File: src/rtl/rr_sched_pkg.sv
// Shared definitions for the round-robin grant scheduler.
// Contents:
//   N_REQ, IDW     - default requester count and matching index width
//   state_t        - scheduler FSM states
//   onehot_to_bin  - one-hot to binary index encoder
package rr_sched_pkg;

  localparam int N_REQ = 16;
  localparam int IDW   = 4;

  typedef enum logic {
    IDLE  = 1'b0,
    GRANT = 1'b1
  } state_t;

  // OR-reduction encoder: exact for one-hot input, returns 0 for all-zero.
  function automatic logic [IDW-1:0] onehot_to_bin(input logic [N_REQ-1:0] oh);
    logic [IDW-1:0] idx;
    idx = '0;
    for (int i = 0; i < N_REQ; i++) begin
      if (oh[i]) idx = idx | IDW'(i);
    end
    return idx;
  endfunction

endpackage

File: src/rtl/rr_grant_scheduler_if.sv
// Request/grant bundle between a requester group and the scheduler.
// Signals:
//   enable      - scheduler enable
//   req         - request vector, one bit per requester
//   grant       - one-hot grant
//   grant_id    - binary index of the grant
//   grant_valid - a grant is active
//   timeout     - one-cycle pulse when a grant is revoked by the hold limit
interface rr_grant_scheduler_if #(
  parameter int N   = 16,
  parameter int IDW = 4
);

  logic           enable;
  logic [N-1:0]   req;
  logic [N-1:0]   grant;
  logic [IDW-1:0] grant_id;
  logic           grant_valid;
  logic           timeout;

  modport master (
    output enable, req,
    input  grant, grant_id, grant_valid, timeout
  );

  modport slave (
    input  enable, req,
    output grant, grant_id, grant_valid, timeout
  );

endinterface

File: src/rtl/rr_pick.sv
// Combinational rotating-priority picker.
// Ports:
//   req      - request vector
//   last_ptr - index of the previous winner; search begins just above it
//   any      - at least one request is set
//   winner   - first set request at or after last_ptr+1, wrapping upward
module rr_pick #(
  parameter int N   = 16,
  parameter int IDW = 4
) (
  input  logic [N-1:0]   req,
  input  logic [IDW-1:0] last_ptr,
  output logic           any,
  output logic [IDW-1:0] winner
);

  logic [IDW-1:0] start;
  logic [2*N-1:0] dbl;
  logic [N-1:0]   rot;
  logic [IDW-1:0] off;

  // N is a power of two, so IDW-bit arithmetic wraps mod N for free.
  always_comb begin
    start = last_ptr + IDW'(1);
    dbl   = {req, req} >> start;
    rot   = dbl[N-1:0];
    any   = |req;
    off   = '0;
    for (int i = N - 1; i >= 0; i--) begin
      if (rot[i]) off = IDW'(i);
    end
    winner = off + start;
  end

endmodule

File: src/rtl/rr_grant_scheduler.sv
// Round-robin scheduler: grants one of N requesters and holds the grant
// until release, disable or the MAX_HOLD limit.
// Ports:
//   clk   - rising-edge clock
//   reset - synchronous active-high reset
//   bus   - request/grant bundle (slave side)
//
// state | meaning
// IDLE  | no grant; arbitrate among req when enabled
// GRANT | grant held for grant_id; hold_cnt counts cycles already held
import rr_sched_pkg::*;

module rr_grant_scheduler #(
  parameter int N        = N_REQ,
  parameter int IDW      = rr_sched_pkg::IDW,
  parameter int MAX_HOLD = 8
) (
  input logic clk,
  input logic reset,
  rr_grant_scheduler_if.slave bus
);

  localparam logic [7:0] HOLD_LAST = 8'(MAX_HOLD - 1);

  state_t         state;
  logic [7:0]     hold_cnt;
  logic [IDW-1:0] last_ptr;
  logic [N-1:0]   grant_q;
  logic [IDW-1:0] grant_id_q;
  logic           valid_q;
  logic           timeout_q;
  logic           pick_any;
  logic [IDW-1:0] pick_winner;

  rr_pick #(.N(N), .IDW(IDW)) u_pick (
    .req      (bus.req),
    .last_ptr (last_ptr),
    .any      (pick_any),
    .winner   (pick_winner)
  );

  always_ff @(posedge clk) begin
    if (reset) begin
      state      <= IDLE;
      hold_cnt   <= '0;
      last_ptr   <= IDW'(N - 1);
      grant_q    <= '0;
      grant_id_q <= '0;
      valid_q    <= 1'b0;
      timeout_q  <= 1'b0;
    end else begin
      timeout_q <= 1'b0;
      case (state)
        IDLE: begin
          if (bus.enable && pick_any) begin
            state      <= GRANT;
            grant_q    <= N'(1) << pick_winner;
            grant_id_q <= pick_winner;
            valid_q    <= 1'b1;
            hold_cnt   <= '0;
            last_ptr   <= pick_winner;
          end
        end
        GRANT: begin
          // Release is checked before the hold limit so it suppresses timeout.
          if (!bus.enable || !bus.req[grant_id_q]) begin
            state      <= IDLE;
            grant_q    <= '0;
            grant_id_q <= '0;
            valid_q    <= 1'b0;
          end else if (hold_cnt == HOLD_LAST) begin
            state      <= IDLE;
            grant_q    <= '0;
            grant_id_q <= '0;
            valid_q    <= 1'b0;
            timeout_q  <= 1'b1;
          end else begin
            hold_cnt <= hold_cnt + 8'd1;
          end
        end
        default: state <= IDLE;
      endcase
    end
  end

  assign bus.grant       = grant_q;
  assign bus.grant_id    = grant_id_q;
  assign bus.grant_valid = valid_q;
  assign bus.timeout     = timeout_q;

endmodule

File: src/flat_wrapper.sv
// flat-port wrapper written by rule: the top's interface ports become plain ports
module rr_grant_scheduler_flat 
#(
  parameter int N        = N_REQ,
  parameter int IDW      = rr_sched_pkg::IDW,
  parameter int MAX_HOLD = 8
)
  (clk, reset, bus_enable, bus_req, bus_grant, bus_grant_id, bus_grant_valid, bus_timeout);
  rr_grant_scheduler_if #(.N(N), .IDW(IDW)) bus_i ();
  input logic clk;
  input logic reset;
  input wire logic [$bits(bus_i.enable)-1:0] bus_enable;
  input wire logic [$bits(bus_i.req)-1:0] bus_req;
  output wire logic [$bits(bus_i.grant)-1:0] bus_grant;
  output wire logic [$bits(bus_i.grant_id)-1:0] bus_grant_id;
  output wire logic [$bits(bus_i.grant_valid)-1:0] bus_grant_valid;
  output wire logic [$bits(bus_i.timeout)-1:0] bus_timeout;
  assign bus_i.enable = bus_enable;
  assign bus_i.req = bus_req;
  assign bus_grant = bus_i.grant;
  assign bus_grant_id = bus_i.grant_id;
  assign bus_grant_valid = bus_i.grant_valid;
  assign bus_timeout = bus_i.timeout;
  rr_grant_scheduler #(.N(N), .IDW(IDW), .MAX_HOLD(MAX_HOLD)) u_core (.clk(clk), .reset(reset), .bus(bus_i));
endmodule
File: config.mk
export PLATFORM = sky130hd
export DESIGN_NAME = rr_grant_scheduler_flat
export DESIGN_NICKNAME = d
export VERILOG_FILES = /design/src/rtl/rr_sched_pkg.sv /design/src/rtl/rr_grant_scheduler_if.sv /design/src/rtl/rr_pick.sv /design/src/rtl/rr_grant_scheduler.sv /design/src/flat_wrapper.sv
export SDC_FILE = /design/constraint.sdc
export NUM_CORES = 1
export LEC_CHECK = 0
export ABC_AREA = 1
export BUFFER_PORTS_ARGS = -buffer_cell sky130_fd_sc_hd__buf_2
export CAP_MARGIN = 30
export CORE_MARGIN = 4
export CORE_UTILIZATION = 40
export CTS_CLUSTER_DIAMETER = 150
export DETAILED_ROUTE_END_ITERATION = 8
export GPL_ROUTABILITY_DRIVEN = 0
export GPL_TIMING_DRIVEN = 0
export SYNTH_ARGS = -nofsm -noshare
export SYNTH_HDL_FRONTEND = slang
export SYNTH_HIERARCHICAL = 1
export SYNTH_SLANG_ARGS = --single-unit
File: constraint.sdc
create_clock -name clk -period 5.35 [get_ports clk]
set_clock_uncertainty 0.2 [all_clocks]
set_input_delay 0.8025 -clock clk [delete_from_list [all_inputs] [get_ports clk]]
set_output_delay 0.8025 -clock clk [all_outputs]
set_load 0.01 [all_outputs]
Word-level counts from Yosys, hierarchy flattened. Index checks and enable logic that the tools add are counted.

Add/subtract/negate cells: 3. $lt $le $gt $ge: 1. Eq/ne operators: 5. Shifts and indexed selects: 2. Multiplexer cells: 39. Bitwise logic cells: 1. Reduce and logical (&&, ||, !) cells: 9.

Operators by type and width (number): $mux W4 (19); $mux W16 (3); $pmux W16 S2 (1); $shr A32 B4 Y16 (1); $mux W8 (3); $pmux W8 S2 (1); $reduce_or A16 Y1 (1); $shl A1 B4 Y16 const A (1); $add A8 B1 Y8 const B (1); $eq A8 B3 Y1 const B (1); $mux W1 (8); $pmux W4 S2 (1); $lt A4 B5 Y1 const B (1); $add A4 B1 Y4 const B (1); $add A4 B4 Y4 (1); $bmux W1 S4 (1); $ne A2 B2 Y1 const B (2); $pmux W1 S2 (2); $reduce_and A2 Y1 (2); $ne A3 B3 Y1 const B (1); $reduce_and A3 Y1 (1); $reduce_or A3 Y1 (1); $logic_not A1 Y1 (2); $ne A2 B1 Y1 const B (1); 3 further kinds (3).

Register bits after elaboration: 35. Bits of input ports: 19. Output and inout port bits: 22.

Longest topological paths before layout. Gate-level depths: netlist of the first run.

Word-level depth: 22. Mapped depth: 35. Mapped depth without buffers: 35.

Cells and area by module. The synthesis of the first run kept the hierarchy.

By module, submodules not included: rr_grant_scheduler (times used 1, cells each 265, area an instance 1764.2 sq um, seq. area each 700.7 sq um); rr_pick (times used 1, cells each 228, area an instance 1203.7 sq um, seq. area each 0.0 sq um).

Worst setup path before layout of the first run. OpenSTA, ideal clock, no wires.

Kind: flip-flop to flip-flop. Start: reg u_core.last_ptr[1]. End: reg u_core.grant_q[12] (netlist: u_core/bus.grant[12]). Arrival time: 3575 ps. Required time: 5086 ps. Setup slack: 1511 ps. Stages on the path, launching flop included: 31. Buffers on the path: 3. Cell sequence: dfxtp_1 ha_1 buf_4 inv_2 buf_6 nand3_1 and2_1 nand2_1 nand2_1 o21ai_1 nand2_1 nand2_1 nand2_1 nand2_1 nand2_1 nand2_1 nand2_1 nand2_1 nand2_1 nand2_1 a21oi_2 ha_1 fa_1 xor2_1 clkbuf_1 inv_1 nor3_1 nand2_1 nand3_1 nand2_1 nor2_1.

Longest elaborated chain between the ends: 22.

Ends and longest elaborated chain: start, declared (RTL line rr_grant_scheduler.sv:27) `logic [IDW-1:0] last_ptr;`; start signal, assigned (RTL line rr_grant_scheduler.sv:46) `last_ptr <= IDW'(N - 1);`; start signal, assigned (RTL line rr_grant_scheduler.sv:61) `last_ptr <= pick_winner;`; $add A4 B1 Y4 (*) (RTL line rr_pick.sv:24) `start = last_ptr + IDW'(1);`; $shr A32 B4 Y16 (RTL line rr_pick.sv:25) `dbl = {req, req} >> start;`; $mux W4 (16 in series) (RTL line rr_pick.sv:30) `if (rot[i]) off = IDW'(i);`; $add A4 B4 Y4 (*) (RTL line rr_pick.sv:32) `winner = off + start;`; net u_core.pick_winner[2] (RTL line rr_grant_scheduler.sv:33) `logic [IDW-1:0] pick_winner;`; $shl A1 B4 Y16 (*) (RTL line rr_grant_scheduler.sv:57) `grant_q <= N'(1) << pick_winner;`; $mux W16 (*) (RTL line rr_grant_scheduler.sv:55) `if (bus.enable && pick_any) begin`; $pmux W16 S2 (*) (RTL line rr_grant_scheduler.sv:53) `case (state)`; end signal, assigned (RTL line rr_grant_scheduler.sv:57); end, declared (RTL line rr_grant_scheduler.sv:28) `logic [N-1:0] grant_q;`.

Mark *: on every way through the listed nets, which the timed path passes. The rest lies on a longest branch. The select of a mux whose other input is x is not followed. A chain may end at the register's enable or synchronous reset.

Worst setup path in the final report of the first run.
Start: reg u_core.last_ptr[1]. End: reg u_core.grant_q[15] (netlist: u_core/bus.grant[15]).

Same word-level chain as after synthesis.

==> impl_summary.txt, run 1 <==
----------------------------------------------------
[Clock network]
  Clock latency at the later pin of the worst-skew pair ... 0.29 ns
  Clock Path Buffers ... 2
  Clock Tree Root ... sky130_fd_sc_hd__clkbuf_8
  Clock input transition at the sequential cells of the worst setup and hold paths ... 0.07 ns
  CTS HTree Levels ... 2
  TritonCTS Buffers ... 5
  CTS tree ... built
  Post-CTS Setup Inserts ... 0
  CTS-repair resized insts ... 0
  Clock Sink Count ... 35
  Hold Buf Count CTS ... 0

[Timing]
  Worst-Margin Slew ... 0.529 ns
  Fin. max-slew vios ... 0
  Post-route fraction of the period consumed by the critical path ... 84.1%
  Fin crit period ... 4.50 ns
  Max Clock Freq ... 222 MHz
  Unrepaired setup endpoints after global routing ... no
  Tightest slew margin relative to the limit ... 64.7%
  Final hold vios ... 0
  Total setup violations reported at the end of the flow ... 0
  Final sum of negative setup slack ... 0 ns

[Critical path]
  Reg2reg end ... u_core/bus.grant[15]$_SDFFE_PP0P_
  CP startpoint kind ... flip-flop
  Critical path arrival ... 4.52 ns
  Required time reported for the critical path endpoint ... 5.37 ns
  Maximum fanout along the worst path ... 10
  Critical Setup Path Class ... reg2reg
  Category of the worst setup path capture point ... flip-flop
  Length in cells of the worst reg-to-reg path ... 26
  Reg2Reg Setup Slack ... 0.85 ns
  RR Startpoint ... u_core/last_ptr[1]$_SDFFE_PP1P_

[Drt]
  Vias after detailed routing ... 3263
  Drt via density ... 5.11
  Wire length reported by the detailed router ... 8.15 mm
  1st-pass router iterations ... 5
  Post-route DRC violation count ... 0
  Final antenna-violating net count ... 0
  Initial DRC Count ... 167
  Wire per inst ... 12.8 um

[Min path]
  Worst hold path endpoint ... u_core/bus.grant[7]$_SDFFE_PP0P_
  Worst hold path type ... reg2reg
  Min-Delay Startpoint ... u_core/bus.grant[7]$_SDFFE_PP0P_
  Worst hold path stage count ... 2

[Global routing]
  GRT Total Usage ... 19.2%
  Remaining global-route overflow ... 0
  Maximum number of pins on one net before global-route repair ... 11
  Vias in the first global route ... 3060
  Number of antenna violations at the first check in global routing ... 0
  Global-route wire length before repair ... 13.8 mm

[Synth]
  Post-synthesis cell count ... 493
  YS warnings ... 6
  Leading area contributor after synthesis ... sky130_fd_sc_hd__dfxtp_1
  Avg Inst Size Synth ... 6.02 um2
  Post-synth ARST share ... 0%
  Share of the synthesized area in the top cell type ... 23.6%
  #FFs+latches synth ... 35
  Biggest area contributors in the synthesized netlist ... sky130_fd_sc_hd__dfxtp_1 24%, sky130_fd_sc_hd__nand2_1 21%, sky130_fd_sc_hd__nand3_1 15%, sky130_fd_sc_hd__inv_1 5.7%, sky130_fd_sc_hd__nor2_1 4.3%
  Main flop type after synthesis ... sky130_fd_sc_hd__dfxtp_1
  Mapped Nets ... 518
  Number of synthesized flops with an enable pin ... 0
  Share of the yosys chip area belonging to registers ... 23.6%
  Post-Syn Area ... 2970 um2
  Synth unique cells ... 41

[Floorplanning]
  Horiz. Die Dim ... 94.1 um
  I/O pin count ... 41
  Core area ... 7210 um2
  Vertical die dimension ... 94.1 um
  Core Rows ... 31
  Die Outline Area ... 8860 um2
  Initial core utilization ... 41.1%

[Flow run]
  Number of max-cap violations ... 0

[Finish]
  Net count, final ... 564
  Area growth from synthesis to final layout ... 14.1%
  Fraction of final layout cells sized beyond drive strength 1 ... 15.7%
  Total of fill cells in the finished design ... 783
  Leading cell types in the layout, fill and taps excluded ... 164 x sky130_fd_sc_hd__nand2_1, 91 x sky130_fd_sc_hd__nand3_1, 45 x sky130_fd_sc_hd__inv_1
  Leading cell type in the layout, fill and taps excluded ... sky130_fd_sc_hd__nand2_1
  Number of inserted diodes ... 0

[Status]
  Status ... complete, no violations

[Placed design]
  DPL Wire Length ... 6.43 mm
  Count of input and output buffers ... 39

----------------------------------------------------
==> state kept, by name, summed over array words and instances, names as in the netlist <==
signal	flops
u_core/bus.grant	16
u_core/hold_cnt	8
u_core/state	1
u_core/bus.grant_valid	1
u_core/bus.timeout	1
u_core/bus.grant_id	4
u_core/last_ptr	4
==> critical path: stages (launching register included) <==
cell	delay [ns]
sky130_fd_sc_hd__dfxtp_1	0.35
sky130_fd_sc_hd__ha_1	0.37
sky130_fd_sc_hd__buf_4	0.19
sky130_fd_sc_hd__buf_2	0.23
sky130_fd_sc_hd__nand3_1	0.15
sky130_fd_sc_hd__nand3_1	0.11
sky130_fd_sc_hd__nand2_1	0.08
sky130_fd_sc_hd__nand2_1	0.06
sky130_fd_sc_hd__nand2_1	0.06
sky130_fd_sc_hd__a21oi_1	0.19
sky130_fd_sc_hd__inv_1	0.08
sky130_fd_sc_hd__a31oi_1	0.14
sky130_fd_sc_hd__nor2_1	0.06
sky130_fd_sc_hd__o21bai_1	0.14
sky130_fd_sc_hd__a21oi_1	0.13
sky130_fd_sc_hd__ha_1	0.29
sky130_fd_sc_hd__a21o_1	0.16
sky130_fd_sc_hd__a21oi_1	0.14
sky130_fd_sc_hd__xor2_1	0.18
sky130_fd_sc_hd__xor2_1	0.10
sky130_fd_sc_hd__inv_1	0.13
sky130_fd_sc_hd__inv_1	0.05
sky130_fd_sc_hd__nor2_1	0.23
sky130_fd_sc_hd__inv_1	0.16
sky130_fd_sc_hd__nor4_1	0.20
sky130_fd_sc_hd__nor2_1	0.10
sky130_fd_sc_hd__nor2_1	0.13
==> final cells by class <==
| cell class | instances | area [um2] | share of cell area (%) |
|---|---|---|---|
| inverters | 51 | 196 | 5.80 |
| flip-flops and latches | 35 | 701 | 20.7 |
| plain buffers | 21 | 173 | 5.10 |
| well taps | 99 | 124 | 3.66 |
| repair buffers | 39 | 195 | 5.76 |
| multi-input cells | 386 | 1900 | 56.0 |
| clock buffers | 8 | 100 | 2.96 |
==> how the worst max path moves through the flow <==
| stage | from | to | slack [ns] |
|---|---|---|---|
| 6_report | u_core/last_ptr[1]$_SDFFE_PP1P_ | u_core/bus.grant[15]$_SDFFE_PP0P_ | 0.85 |
| 5_1_grt | u_core/last_ptr[1]$_SDFFE_PP1P_ | u_core/bus.grant[12]$_SDFFE_PP0P_ | 0.25 |
| 4_1_cts | u_core/last_ptr[1]$_SDFFE_PP1P_ | u_core/bus.grant[13]$_SDFFE_PP0P_ | 0.89 |
| 3_5_place_dp | u_core/last_ptr[1]$_SDFFE_PP1P_ | u_core/bus.grant[13]$_SDFFE_PP0P_ | 0.92 |
| 3_3_place_gp | u_core/last_ptr[1]$_SDFFE_PP1P_ | u_core/bus.grant[12]$_SDFFE_PP0P_ | 0.95 |
| 2_1_floorplan | u_core/last_ptr[1]$_SDFFE_PP1P_ | u_core/bus.grant[12]$_SDFFE_PP0P_ | 1.51 |
==> synth_stat cells (2+ instances only) <==
cell and count:
sky130_fd_sc_hd__a21oi_1 21, sky130_fd_sc_hd__a21oi_2 3, sky130_fd_sc_hd__a31oi_1 2, sky130_fd_sc_hd__buf_2 3, sky130_fd_sc_hd__buf_4 2, sky130_fd_sc_hd__buf_6 11, sky130_fd_sc_hd__clkbuf_1 5, sky130_fd_sc_hd__dfxtp_1 35
sky130_fd_sc_hd__ha_1 5, sky130_fd_sc_hd__inv_1 45, sky130_fd_sc_hd__inv_2 3, sky130_fd_sc_hd__inv_4 2, sky130_fd_sc_hd__nand2_1 164, sky130_fd_sc_hd__nand2_2 2, sky130_fd_sc_hd__nand3_1 91, sky130_fd_sc_hd__nand3_4 2
sky130_fd_sc_hd__nand3b_1 3, sky130_fd_sc_hd__nand4_1 6, sky130_fd_sc_hd__nor2_1 34, sky130_fd_sc_hd__nor2_2 3, sky130_fd_sc_hd__nor3_1 7, sky130_fd_sc_hd__nor4_1 9, sky130_fd_sc_hd__o21ai_0 5, sky130_fd_sc_hd__o21ai_1 8
sky130_fd_sc_hd__o21ai_2 3, sky130_fd_sc_hd__xor2_1 4
==> metal layers <==
metal | routed length [um] | track usage [%] | part of all wire (%) | vias up
met5 | 0 | 0 | 0 | -
met4 | 139 | 6.62 | 1.7 | 0
met3 | 370 | 1.84 | 4.5 | 13
met2 | 3890 | 33.4 | 48 | 94
met1 | 3750 | 24.6 | 46 | 1448
li1 | - | - | - | 1708
==> through the flow <==
step	instances	hold WS (ns)	util (%)	instance area [um2]	setup slack [ns]
after global routing	639	0.289	46.9	3390	0.247
after global placement	631	0.246	45.6	3290	0.948
after detailed placement	631	0.252	45.6	3290	0.924
after floorplan	493	0.242	-	2970	1.51
after CTS	639	0.262	46.9	3390	0.888
final	639	0.259	46.9	3390	0.851
==> logic make-up after synthesis <==
family                     after synthesis  share of synthesized area (%)
and+or+nand+nor                        327                           50.0
buffers and inverters                   72                           12.4
AOI/OAI and AO/OA                       47                           9.15
DFF                                     35                           23.6
xor gates and xnor gates                 6                           2.02
adders and majority gates                6                           2.78
Power of run 1 is left out: the tool's default activity adds up to more than one toggle a clock period on the data nets, which glitch-free logic cannot reach.
==> inputs of run 2 (changes only) <==
Clock period 5.35 ns to 3.9 ns, I/O delays scaled along.
==> impl_summary.txt, run 2 (synthesis results as in run 1) <==
----------------------------------------------------
[Clock network]
  TritonCTS Buffers ... 5 (unchanged)
  Clock latency at the later pin of the worst-skew pair ... 0.28 ns (was 0.29 ns)
  Hold Buf Count CTS ... 0 (unchanged)
  CTS tree ... built (unchanged)
  Clock Sink Count ... 35 (unchanged)
  Clock input transition at the sequential cells of the worst setup and hold paths ... 0.07 ns (about the same)
  Clock Path Buffers ... 2 (unchanged)
  CTS HTree Levels ... 2 (unchanged)
  Clock Tree Root ... sky130_fd_sc_hd__clkbuf_8 (unchanged)

[Global routing]
  Vias in the first global route ... 3234 (was 3060)
  Maximum number of pins on one net before global-route repair ... 11 (unchanged)
  Global-route wire length before repair ... 14.7 mm (was 13.8 mm)
  Remaining global-route overflow ... 0 (unchanged)
  GRT Total Usage ... 20.4% (was 19.2%)
  Number of antenna violations at the first check in global routing ... 0 (unchanged)

[Floorplanning]
  Core Rows ... 31 (unchanged)
  Die Outline Area ... 8860 um2 (unchanged)
  Core area ... 7210 um2 (unchanged)
  Horiz. Die Dim ... 94.1 um (unchanged)
  Vertical die dimension ... 94.1 um (unchanged)
  I/O pin count ... 41 (unchanged)
  Initial core utilization ... 41.1% (unchanged)

[Finish]
  Max FFs per register ... 16 (unchanged)
  Area used by sequential logic in the layout ... 708 um2 (was 701 um2)
  Fraction of final layout cells sized beyond drive strength 1 ... 28.7% (was 15.7%)
  Net count, final ... 585 (was 564)
  Non-filler cells, final ... 660 (was 639)
  Leading cell types in the layout, fill and taps excluded ... 157 x sky130_fd_sc_hd__nand2_1, 72 x sky130_fd_sc_hd__nand3_1, 40 x sky130_fd_sc_hd__buf_2, 40 x sky130_fd_sc_hd__inv_1 (was 164 x sky130_fd_sc_hd__nand2_1, 91 x sky130_fd_sc_hd__nand3_1, 45 x sky130_fd_sc_hd__inv_1)
  Area of the multi-input gates ... 2190 um2 (was 1900 um2)
  Number of inserted diodes ... 0 (unchanged)
  Total of fill cells in the finished design ... 735 (was 783)
  Area growth from synthesis to final layout ... 32.5% (was 14.1%)
  Leading cell type in the layout, fill and taps excluded ... sky130_fd_sc_hd__nand2_1 (unchanged)

[Drt]
  Final antenna-violating net count ... 0 (unchanged)
  Wire per inst ... 13.8 um (was 12.8 um)
  1st-pass router iterations ... 5 (unchanged)
  Vias after detailed routing ... 3476 (was 3263)
  Wire length reported by the detailed router ... 9.11 mm (was 8.15 mm)
  Post-route DRC violation count ... 0 (unchanged)
  Drt via density ... 5.27 (was 5.11)
  Initial DRC Count ... 178 (was 167)

[Timing]
  Max Clock Freq ... 252 MHz (was 222 MHz)
  Unrepaired setup endpoints after global routing ... yes (was no)
  Worst hold slack across all endpoints ... 0.266 ns (was 0.259 ns)
  Final hold vios ... 0 (unchanged)
  Post-route fraction of the period consumed by the critical path ... 102% (was 84.1%)
  Total setup violations reported at the end of the flow ... 5 (was 0)
  Worst-Margin Slew ... 0.567 ns (was 0.529 ns)
  Tightest slew margin relative to the limit ... 62.2% (was 64.7%)
  Fin. max-slew vios ... 0 (unchanged)
  Final WS setup ... -0.0682 ns (was 0.851 ns)
  Fin crit period ... 3.97 ns (was 4.50 ns)

[Status]
  Status ... finished with violations (was complete, no violations)
  Violations in the final reports ... negative setup slack

[Critical path]
  Largest stage delay, worst path ... 0.36 ns (was 0.37 ns)
  CP startpoint kind ... flip-flop (unchanged)
  Cell chain of the critical path ... ha_4, buf_6, nand3_1, nand3_2, nand3_2, a21oi_2, inv_1, a31oi_1, nor2_1, o21bai_1, a21oi_2, ha_1, a21o_1, a21oi_2, xor2_1, xor2_1, inv_2, inv_2, nor2_4, inv_4, nor4_4, nor2_1, nor2_1
  Cell with the largest stage delay on the worst path ... sky130_fd_sc_hd__dfxtp_4 (was sky130_fd_sc_hd__ha_1)
  Required time reported for the critical path endpoint ... 3.88 ns (was 5.37 ns)
  Category of the worst setup path capture point ... flip-flop (unchanged)
  Maximum fanout along the worst path ... 7 (was 10)
  Buffering stage count on the worst path with inverters included ... 5 (was 6)
  Critical path arrival ... 3.94 ns (was 4.52 ns)
  Delay-heaviest family, CP ... compound AO/OA/AOI/OAI gates (was simple AND/OR/NAND/NOR gates)
  Critical Setup Path Class ... reg2reg (unchanged)

[Placed design]
  Number of placed instances with taps included ... 631 (unchanged)
  DPL Wire Length ... 6.43 mm (unchanged)
  Count of input and output buffers ... 39 (unchanged)

[Flow run]
  Number of max-cap violations ... 0 (unchanged)

[Min path]
  Worst hold path type ... reg2reg (unchanged)

----------------------------------------------------
==> run 2: changes by cell type in the layout (fill, tap and decap cells not counted), moves of 4 or more <==
cell and change:
sky130_fd_sc_hd__nand3_2 +14, sky130_fd_sc_hd__nand2_1 -7, sky130_fd_sc_hd__buf_4 +21, sky130_fd_sc_hd__a21oi_1 -7
sky130_fd_sc_hd__nor4_1 -4, sky130_fd_sc_hd__nand3_4 +5, sky130_fd_sc_hd__nand3_1 -19, sky130_fd_sc_hd__nor4_4 +4
sky130_fd_sc_hd__inv_1 -5, sky130_fd_sc_hd__a21oi_2 +7, sky130_fd_sc_hd__nand2_2 +7
==> run 2: worst paths after layout <==
kind	slack [ns]	start	cells past startpoint	end
worst max-delay path	-0.07	u_core/last_ptr[0]$_SDFFE_PP1P_	23	u_core/bus.grant[15]$_SDFFE_PP0P_
worst min-delay path	0.27	u_core/bus.grant[3]$_SDFFE_PP0P_	2	u_core/bus.grant[3]$_SDFFE_PP0P_
worst max register to register	-0.07	u_core/last_ptr[0]$_SDFFE_PP1P_	23	u_core/bus.grant[15]$_SDFFE_PP0P_
worst min register to register	0.27	u_core/bus.grant[3]$_SDFFE_PP0P_	2	u_core/bus.grant[3]$_SDFFE_PP0P_
==> run 2: final cells by class <==
cell class | count | share of cell area, %
Inverter | 51 | 5.47
Clock buffer | 8 | 2.54
Timing Repair Buffer | 63 | 10.6
Buffer | 18 | 4.52
Tap cell | 99 | 3.15
Sequential cell | 35 | 18.0
Multi-Input combinational cell | 386 | 55.8
==> run 2: through the flow <==
stage,area (um2),utilization [%],setup TNS [ns],setup WS [ns]
2_1_floorplan,2970,-,0,0.0612
3_3_place_gp,3290,45.6,-5.76,-0.502
3_5_place_dp,3290,45.6,-6.47,-0.526
4_1_cts,3750,51.9,-0.0364,-0.0189
5_1_grt,3930,54.5,-4.44,-0.340
6_report,3930,54.5,-0.204,-0.0682
==> run 2: metal layers <==
metal | up-vias | share of wire (%) | routed length (um) | track usage, %
met5 | - | 0 | 0 | 0
met4 | 0 | 1.8 | 165 | 6.86
met3 | 19 | 5.5 | 505 | 2.24
met2 | 126 | 49 | 4500 | 36.3
met1 | 1582 | 43 | 3930 | 25.5
li1 | 1749 | - | - | -
==> run 2: worst reg2reg max path: cells and delay by family (launching register included) <==
family	cells	cell delay, ns
compound gates	6	0.97
simple gates	8	0.78
fa+ha+maj	2	0.63
buf+inv	5	0.53
xor+xnor	2	0.40
flops	1	0.36
==> run 2: what timing repair did <==
action | 4_1_cts | 5_1_grt
gates resized for setup | 57 | 29
endpoints found under the setup margin | 22 | 18
hold endpoints to repair | 0 | 0
setup buffers | 14 | 8
cloned | 2 | 0
pin swaps | 21 | 27
Power of run 2 is left out for the same reason.
==> inputs of run 3 (changes only) <==
Settings changed: SKIP_LAST_GASP set to 1.
==> impl_summary.txt, run 3 (synthesis results as in run 1) <==
----------------------------------------------------
[Global routing]
  GRT Total Usage ... 20.4% (unchanged)
  Global routing met3 resource utilization ... 2.24% (unchanged)
  Maximum number of pins on one net before global-route repair ... 11 (unchanged)
  M2 GR Usage ... 36.3% (unchanged)
  Vias in the first global route ... 3234 (unchanged)
  M1 GR Usage ... 25.5% (unchanged)
  Number of antenna violations at the first check in global routing ... 0 (unchanged)
  Global routing's busiest layer ... met2 (unchanged)
  Global-route wire length before repair ... 14.7 mm (unchanged)
  Remaining global-route overflow ... 0 (unchanged)

[Drt]
  Post-route DRC violation count ... 0 (unchanged)
  Initial DRC Count ... 175 (was 178)
  Final antenna-violating net count ... 0 (unchanged)
  1st-pass router iterations ... 7 (was 5)
  Drt via density ... 5.21 (was 5.27)
  Vias after detailed routing ... 3436 (was 3476)
  Wire per inst ... 13.8 um (about the same)
  Wire length reported by the detailed router ... 9.08 mm (was 9.11 mm)

[Clock network]
  Clock Tree Root ... sky130_fd_sc_hd__clkbuf_8 (unchanged)
  Clock latency at the later pin of the worst-skew pair ... 0.28 ns (about the same)
  Clock Path Buffers ... 2 (unchanged)
  Clock input transition at the sequential cells of the worst setup and hold paths ... 0.07 ns (about the same)
  Clock Sink Count ... 35 (unchanged)
  TritonCTS Buffers ... 5 (unchanged)
  CTS tree ... built (unchanged)
  CTS HTree Levels ... 2 (unchanged)

[Placed design]
  DPL Wire Length ... 6.43 mm (unchanged)
  Area post-placement ... 3290 um2 (unchanged)
  Count of input and output buffers ... 39 (unchanged)
  Number of placed instances with taps included ... 631 (unchanged)

[Timing]
  Tightest slew margin relative to the limit ... 62.5% (was 62.2%)
  Worst-Margin Slew ... 0.562 ns (was 0.567 ns)
  Max Clock Freq ... 252 MHz (about the same)
  Fin crit period ... 3.96 ns (was 3.97 ns)
  Post-route fraction of the period consumed by the critical path ... 102% (about the same)
  Fin. max-slew vios ... 0 (unchanged)
  Final hold vios ... 0 (unchanged)
  Worst hold slack across all endpoints ... 0.267 ns (was 0.266 ns)
  Final WS setup ... -0.0636 ns (was -0.0682 ns)
  Total setup violations reported at the end of the flow ... 6 (was 5)
  Unrepaired setup endpoints after global routing ... yes (unchanged)

[Finish]
  End-of-flow core utilization ... 54.5% (unchanged)
  Number of inserted diodes ... 0 (unchanged)
  Max FFs per register ... 16 (unchanged)
  Leading cell type in the layout, fill and taps excluded ... sky130_fd_sc_hd__nand2_1 (unchanged)
  Total of fill cells in the finished design ... 735 (unchanged)
  Net count, final ... 585 (unchanged)
  Layout Cell Area excl Fill ... 3930 um2 (unchanged)
  Leading cell types in the layout, fill and taps excluded ... 157 x sky130_fd_sc_hd__nand2_1, 72 x sky130_fd_sc_hd__nand3_1, 40 x sky130_fd_sc_hd__buf_2, 40 x sky130_fd_sc_hd__inv_1 (unchanged)
  Non-filler cells, final ... 660 (unchanged)
  Area growth from synthesis to final layout ... 32.5% (unchanged)
  Fraction of final layout cells sized beyond drive strength 1 ... 28.7% (unchanged)

[Floorplanning]
  Core Rows ... 31 (unchanged)
  Vertical die dimension ... 94.1 um (unchanged)
  Core area ... 7210 um2 (unchanged)
  Horiz. Die Dim ... 94.1 um (unchanged)
  Die Outline Area ... 8860 um2 (unchanged)
  Initial core utilization ... 41.1% (unchanged)
  I/O pin count ... 41 (unchanged)

[Critical path]
  Length in cells of the worst reg-to-reg path ... 23 (unchanged)
  Largest stage delay, worst path ... 0.36 ns (about the same)
  Capture point of the critical path ... u_core/bus.grant[15]$_SDFFE_PP0P_ (unchanged)
  CP startpoint kind ... flip-flop (unchanged)
  Critical Path Source ... u_core/last_ptr[0]$_SDFFE_PP1P_ (unchanged)
  Reg2reg end ... u_core/bus.grant[15]$_SDFFE_PP0P_ (unchanged)
  Category of the worst setup path capture point ... flip-flop (unchanged)
  Critical Setup Path Class ... reg2reg (unchanged)
  Required time reported for the critical path endpoint ... 3.88 ns (about the same)
  Maximum fanout along the worst path ... 7 (unchanged)
  Cell with the largest stage delay on the worst path ... sky130_fd_sc_hd__dfxtp_4 (unchanged)
  Critical path arrival ... 3.94 ns (about the same)
  Reg2Reg Setup Slack ... -0.06 ns (was -0.07 ns)
  Cell chain of the critical path ... ha_4, buf_6, nand3_1, nand3_2, nand3_2, a21oi_2, inv_1, a31oi_1, nor2_1, o21bai_1, a21oi_2, ha_1, a21o_1, a21oi_2, xor2_1, xor2_1, inv_2, inv_2, nor2_4, inv_4, nor4_4, nor2_1, nor2_1 (unchanged)
  RR Startpoint ... u_core/last_ptr[0]$_SDFFE_PP1P_ (unchanged)

[Status]
  Status ... finished with violations (unchanged)
  Violations in the final reports ... negative setup slack (unchanged)

[Flow run]
  Number of max-cap violations ... 0 (unchanged)

[Min path]
  Min-Delay Startpoint ... u_core/bus.grant[3]$_SDFFE_PP0P_ (unchanged)
  Worst hold path type ... reg2reg (unchanged)

----------------------------------------------------
-- run 3: cell counts in the layout (fill, tap and decap cells not counted) --
No cell type changed its count.
-- run 3: worst min path at each step --
stage | end | cells after the start
finish | u_core/bus.grant[3]$_SDFFE_PP0P_ | 2
detailed placement | u_core/bus.grant[5]$_SDFFE_PP0P_ | 2
CTS | u_core/bus.grant[5]$_SDFFE_PP0P_ | 2
global placement | u_core/bus.grant[3]$_SDFFE_PP0P_ | 2
floorplan | u_core/hold_cnt[1]$_SDFFE_PP0P_ | 2
global route | u_core/bus.grant[3]$_SDFFE_PP0P_ | 2
-- run 3: worst max-delay path, delay by kind of cell, from the launching register on --
kind                       cells  cell delay [ns]
and+or+nand+nor                8             0.78
xor gates and xnor gates       2             0.40
adders and majority gates      2             0.63
AOI/OAI and AO/OA              6             0.97
buffers and inverters          5             0.53
DFF                            1             0.36
-- run 3: layout make-up --
class / count / area (um2) / area share (%)
well taps: 99 / 124 / 3.15
clock buffers: 8 / 100 / 2.54
plain buffers: 18 / 178 / 4.52
multi-input cells: 386 / 2190 / 55.8
flip-flops and latches: 35 / 708 / 18.0
repair buffers: 63 / 415 / 10.6
inverters: 51 / 215 / 5.47
-- run 3: metrics by stage --
stage,TNS [ns],setup slack (ns)
after floorplan,0,0.0612
after global placement,-5.76,-0.502
after detailed placement,-6.47,-0.526
after CTS,-0.0364,-0.0189
after global routing,-4.46,-0.340
final,-0.202,-0.0636
-- run 3: routing by layer --
metal / vias up / wire length [um]
met4: 0 / 170
met1: 1565 / 3930
met5: - / 0
met3: 15 / 501
li1: 1746 / -
met2: 110 / 4480
-- run 3: repair_timing --
| action | 4_1_cts | 5_1_grt |
|---|---|---|
| cloned | 2 | 0 |
| gates resized for setup | 57 | 29 |
| pin swaps | 21 | 26 |
| setup endpoints to repair | 22 | 18 |
| hold buffers | 0 | 0 |
| buffers inserted | 14 | 8 |
Power of run 3 is left out for the same reason.
